===== config.mk =====
export PLATFORM = sky130hd
export DESIGN_NAME = bp_fe_ras_ckpt_ctrl
export DESIGN_NICKNAME = d
export VERILOG_FILES = /design/src/rtl/bp_fe_ras_ckpt_ctrl.sv
export SDC_FILE = /design/constraint.sdc
export NUM_CORES = 1
export LEC_CHECK = 0
export CORE_AREA = 2 2 111 59
export DETAILED_ROUTE_END_ITERATION = 10
export DIE_AREA = 0 0 113 61
export HOLD_SLACK_MARGIN = 0.06
export PLACE_DENSITY_LB_ADDON = 0.3
export SLEW_MARGIN = 20
export SYNTH_ARGS = -nofsm -noshare
export SYNTH_HDL_FRONTEND = slang
export SYNTH_SLANG_ARGS = --single-unit

===== constraint.sdc =====
create_clock -name clk_i -period 8.3 [get_ports clk_i]
set_input_delay 0.83 -clock clk_i [delete_from_list [all_inputs] [get_ports clk_i]]
set_output_delay 0.83 -clock clk_i [all_outputs]
set_load 0.05 [all_outputs]

===== src/rtl/bp_fe_ras_ckpt_ctrl.sv =====
// bp_fe_ras_ckpt_ctrl
//   Checkpoint controller for the front-end return address stack (RAS).
//   Every in-flight control-flow instruction gets a snapshot of the RAS
//   {next, tos} pointers, held in a ring buffer. Snapshots retire in order
//   on commit. A squash or flush produces a one-cycle pointer restore into
//   the RAS. Call/return toward the RAS are gated off until the RAS has
//   finished initialising, and also while a restore is in progress.
//
//   ras_idx_width_p is the RAS pointer width that the processor
//   configuration would normally supply.
//
// Ports
//   clk_i, reset_i            clock and async active-high reset
//   ras_init_done_i           RAS storage clear has completed
//   ras_next_i, ras_tos_i     live RAS pointers, snapshotted on alloc
//   call_i, return_i          predicted call/return from fetch
//   call_o, return_o          gated call/return to RAS
//   restore_o                 restore strobe, with w_next_o / w_tos_o
//   alloc_v_i                 request a checkpoint
//   alloc_ready_o, alloc_id_o the request is accepted, and the id it gets
//   commit_v_i                retire the oldest checkpoint
//   squash_v_i, squash_id_i   restore to a checkpoint and free it plus all younger ones
//   flush_i                   restore to the oldest checkpoint and free all
//   empty_o, full_o           ring occupancy
//
// State table
//   e_wait    | RAS still initialising; everything is gated
//   e_run     | normal operation
//   e_restore | restore strobe cycle; call/return are blocked
module bp_fe_ras_ckpt_ctrl #(
  parameter int ras_idx_width_p = 3,
  parameter int ckpt_els_p      = 8,
  localparam int ckpt_id_width_p = $clog2(ckpt_els_p)
) (
  input  logic                       clk_i,
  input  logic                       reset_i,
  input  logic                       ras_init_done_i,
  input  logic [ras_idx_width_p-1:0] ras_next_i,
  input  logic [ras_idx_width_p-1:0] ras_tos_i,
  input  logic                       call_i,
  input  logic                       return_i,
  output logic                       call_o,
  output logic                       return_o,
  output logic                       restore_o,
  output logic [ras_idx_width_p-1:0] w_next_o,
  output logic [ras_idx_width_p-1:0] w_tos_o,
  input  logic                       alloc_v_i,
  output logic                       alloc_ready_o,
  output logic [ckpt_id_width_p-1:0] alloc_id_o,
  input  logic                       commit_v_i,
  input  logic                       squash_v_i,
  input  logic [ckpt_id_width_p-1:0] squash_id_i,
  input  logic                       flush_i,
  output logic                       empty_o,
  output logic                       full_o
);

  localparam logic [1:0] e_wait    = 2'd0;
  localparam logic [1:0] e_run     = 2'd1;
  localparam logic [1:0] e_restore = 2'd2;

  localparam int ptr_w = ckpt_id_width_p + 1;
  localparam logic [ptr_w-1:0] ptr_one = ptr_w'(1);

  logic [1:0]                       state_r, state_n;
  logic [ptr_w-1:0]                 head_r, tail_r, head_n, tail_n;
  logic [ptr_w-1:0]                 live_cnt, squash_ptr;
  logic [ckpt_id_width_p-1:0]       head_idx, tail_idx, squash_ofs, rd_idx;
  logic [2*ras_idx_width_p-1:0]     mem [ckpt_els_p];
  logic [ras_idx_width_p-1:0]       w_next_r, w_tos_r;
  logic                             run, squash_live;
  logic                             flush_acc, squash_acc, restore_acc;
  logic                             commit_acc, alloc_acc;

  assign run      = (state_r == e_run);
  assign head_idx = head_r[ckpt_id_width_p-1:0];
  assign tail_idx = tail_r[ckpt_id_width_p-1:0];

  assign empty_o = (head_r == tail_r);
  assign full_o  = (head_idx == tail_idx) && (head_r[ckpt_id_width_p] != tail_r[ckpt_id_width_p]);

  // Liveness is tested as a distance from head. This stays correct across
  // wrap-around, and head + distance gives the pointer with the right wrap bit.
  assign squash_ofs  = squash_id_i - head_idx;
  assign live_cnt    = tail_r - head_r;
  assign squash_live = ({1'b0, squash_ofs} < live_cnt);
  assign squash_ptr  = head_r + {1'b0, squash_ofs};

  assign flush_acc   = run & flush_i & ~empty_o;
  assign squash_acc  = run & ~flush_i & squash_v_i & squash_live;
  assign restore_acc = flush_acc | squash_acc;
  // Squashing the head entry already frees it, so a commit in the same cycle must not retire it again.
  assign commit_acc  = run & commit_v_i & ~empty_o & ~flush_i & ~(squash_acc & (squash_ofs == '0));

  assign alloc_ready_o = run & ~full_o & ~squash_v_i & ~flush_i;
  assign alloc_acc     = alloc_v_i & alloc_ready_o;
  assign alloc_id_o    = tail_idx;

  assign call_o    = call_i   & run & ~squash_v_i & ~flush_i;
  assign return_o  = return_i & run & ~squash_v_i & ~flush_i;
  assign restore_o = (state_r == e_restore);
  assign w_next_o  = w_next_r;
  assign w_tos_o   = w_tos_r;

  assign rd_idx = flush_acc ? head_idx : squash_id_i;

  always_comb begin
    state_n = state_r;
    head_n  = head_r;
    tail_n  = tail_r;
    case (state_r)
      e_wait:    if (ras_init_done_i) state_n = e_run;
      e_run:     if (restore_acc)     state_n = e_restore;
      e_restore: state_n = e_run;
      default:   state_n = e_wait;
    endcase
    if (commit_acc) head_n = head_r + ptr_one;
    if (flush_acc)       tail_n = head_r;
    else if (squash_acc) tail_n = squash_ptr;
    else if (alloc_acc)  tail_n = tail_r + ptr_one;
  end

  always_ff @(posedge clk_i or posedge reset_i) begin
    if (reset_i) begin
      state_r  <= e_wait;
      head_r   <= '0;
      tail_r   <= '0;
      w_next_r <= '0;
      w_tos_r  <= '0;
    end else begin
      state_r <= state_n;
      head_r  <= head_n;
      tail_r  <= tail_n;
      if (restore_acc) {w_next_r, w_tos_r} <= mem[rd_idx];
    end
  end

  // Snapshot storage needs no reset; an entry is only read after it has been written.
  always_ff @(posedge clk_i) begin
    if (alloc_acc) mem[tail_idx] <= {ras_next_i, ras_tos_i};
  end

endmodule

==> results.json <==
{
  "ys.flop_type": "edfxtp_1",
  "crit_fanout": 15,
  "place_hpwl_mm": 5.13,
  "start_util": 0.542,
  "vias_per_cell": 5.73,
  "finalCritPeriodShare": 0.448,
  "grt_pass1_vias": 2009,
  "critical_path_class": "in2reg",
  "routed_wl_mm": 7.19,
  "core_um2": 5910,
  "tightestPinTransition_ns": 1.19,
  "vdd.ir_drop.worst_uv": 193,
  "ys_ff_latch": 64,
  "yosysMostFrequentCell": "edfxtp_1",
  "r2r_end": "head_r[1]",
  "hold_viol": 0,
  "crit_chain": "clkdlybuf4s50_1 > inv_1 > ha_1 > fa_1 > xnor2_1 > xnor2_1 > ha_1 > a21oi_1 > o31ai_2 > buf_4 > o21ai_1 > mux2_1",
  "n_fill_cell": 448,
  "hold_path_depth": 2,
  "antenna_found_initial": 0,
  "drc": 3,
  "hold_start": "w_next_o[1]",
  "cts.path.max_buffers": 2,
  "synth_cells": 269,
  "area_delta_synth_final_pct": 21.4,
  "startpoint_type": "input port",
  "htree_num_levels": 3,
  "rrSetupSlack_ns": 5.11,
  "first_pass_iters": 8,
  "final_core_util": 0.657,
  "yosysWarningCount": 0,
  "netlist_area_um2": 3200,
  "hold_path.class": "reg2reg",
  "dieArea_um2": 6890,
  "min_to": "w_next_o[1]",
  "critical_path.endpoint_type": "flop",
  "cts_hold_buf": 0,
  "status": "complete, but fails checks",
  "rows": 20,
  "drt_iter0_drc": 271,
  "antenna_cells": 0,
  "postSynthAreaPerCell_um2": 11.9,
  "clkSinkCount": 64,
  "rsz0062_at_grt": "no",
  "drtAntennaViolNets": 0,
  "fmaxAchievable_mhz": 269,
  "nNetsFinal": 332,
  "clk_pin_slew_worst_paths_ns": 0.05,
  "maxSlewHeadroom": 0.203,
  "num_io_pins": 33,
  "violations": "DRC",
  "place.gp.congestion": 0.906,
  "power_leakage_nw": 1.44,
  "synth_top_area_share": 0.451,
  "crit_slowest_cell": "clkdlybuf4s50_1",
  "drive_gt1_frac": 0.111,
  "layout_min_cycle_time_ns": 3.72,
  "cp.required_ns": 8.51,
  "multi_input_area_um2": 1220,
  "syn-num-nets": 300,
  "yosys-top-cells-area": "edfxtp_1 (45%), dfrtp_1 (13%), nand2_1 (5.3%)",
  "regArea_um2": 1840,
  "die_w_um": 113,
  "synth_common_cells": "edfxtp_1 (48), nand2_1 (45), a21oi_1 (16), dfrtp_1 (16), a32o_1 (13)",
  "cp.arrival_ns": 3.93,
  "post-synth-top-area-cell": "edfxtp_1",
  "yosysSeqAreaShare": 0.576,
  "async_flop_share": 0.250,
  "setup_viol": 0,
  "critPathMaxStageDelay_ns": 0.55,
  "fin_skew_ns": 0.00433,
  "grt_pass1_wl_mm": 11.2,
  "cap_viol_max_count": 0,
  "holdWs_ns": 0.528,
  "r2r_start": "head_r[0]",
  "insertion_delay_ns": 0.33,
  "synth-edff-count": 48,
  "die_y_um": 61,
  "tritoncts": "yes",
  "grt_overflow": 0,
  "cts_buffers": 9,
  "cts_resized": 0,
  "vias": 2196,
  "cts_setup_buffers": 0,
  "gr-usage-all-layers": 0.231,
  "r2r_cells": 10,
  "tns_ns": 0,
  "p_per_area_nw_per_um2": 397,
  "port_buffers": 32,
  "synth_cell_type_count": 46,
  "wire_per_inst_um": 18.8,
  "grt_start_max_net_pins": 25,
  "finalMaxSlewViolations": 0,
  "cts_root_buf": "clkbuf_16"
}
[flip-flops by register name, indices dropped and copies added (netlist names)]
signal,cells
mem,48
w_tos_o,3
state_r,2
w_next_o,3
head_r,4
tail_r,4
[layout by cell type, fill, tap and decap left out, types with 3 or more instances in the layout]
cell | synthesis | final
o31ai_2 | 7 | 7
and2_1 | 4 | 4
clkbuf_16 | 0 | 9
nor2_1 | 12 | 12
nor4_1 | 3 | 3
nand3_1 | 9 | 9
xnor2_1 | 9 | 9
clkinvlp_4 | 0 | 3
fa_1 | 3 | 3
ha_1 | 10 | 10
a32o_1 | 13 | 13
dfrtp_1 | 16 | 16
clkdlybuf4s50_1 | 0 | 32
nand2_1 | 45 | 45
nor3_1 | 6 | 4
a21oi_1 | 16 | 16
inv_1 | 12 | 12
buf_4 | 5 | 4
o21ai_1 | 3 | 3
nand2b_1 | 4 | 4
edfxtp_1 | 48 | 48
[layout make-up]
cell class,instances,share of cell area
flip-flops and latches,64,0.474
inverters,13,0.0126
clock inverters,7,0.0248
repair buffers,36,0.0902
multi-input cells,177,0.315
well taps,77,0.0248
clock buffers,9,0.0580
[worst max-delay path: cells and delay by family]
kind	cells	cell delay [ns]
XOR/XNOR	2	0.44
AO/OA/AOI/OAI	3	0.54
buffers and inverters	3	0.81
adder cells (fa/ha/maj)	3	0.96
multiplexers	1	0.34
[stage by stage]
stage	total power [mW]	worst slack [ns]	cells	instance area, µm²
CTS	1.55	4.59	383	3880
finish	1.54	4.58	383	3880
global placement	1.12	4.40	367	3550
floorplan	0.969	5.15	269	3200
detailed placement	1.14	4.25	367	3560
global route	1.64	4.38	383	3880
[power by group]
part | switching [mW] | internal (mW)
combinational | 0.415 | 0.267
sequential | 0.0725 | 0.390
clock | 0.136 | 0.262
[worst max path at each step]
stage / to / slack [ns] / start / cells past startpoint
after global routing: head_r[1] / 4.38 / squash_id_i[0] / 12
after global placement: head_r[1] / 4.40 / squash_id_i[0] / 12
after CTS: head_r[1] / 4.59 / squash_id_i[0] / 12
after detailed placement: head_r[1] / 4.25 / squash_id_i[0] / 12
final: head_r[1] / 4.58 / squash_id_i[0] / 12
after floorplan: tail_r[0] / 5.15 / squash_id_i[0] / 11
[metal layers]
metal,part of all wire,vias to the layer above,track usage,routed length [µm]
met4,0.0065,0,0.0662,47
met3,0.081,4,0.101,584
met2,0.38,82,0.288,2770
met1,0.53,1061,0.355,3790
met5,0,-,0,0
li1,-,1049,-,-
[cells by family after synthesis]
family,after synthesis,share of synthesized area
flip-flops,64,0.576
adder cells (fa/ha/maj),13,0.0579
AO/OA/AOI/OAI,56,0.138
AND/OR/NAND/NOR,92,0.131
XOR/XNOR,11,0.0301
buffers and inverters,28,0.0446
multiplexers,5,0.0219
No activity file was read; power rests on OpenSTA's default activity.
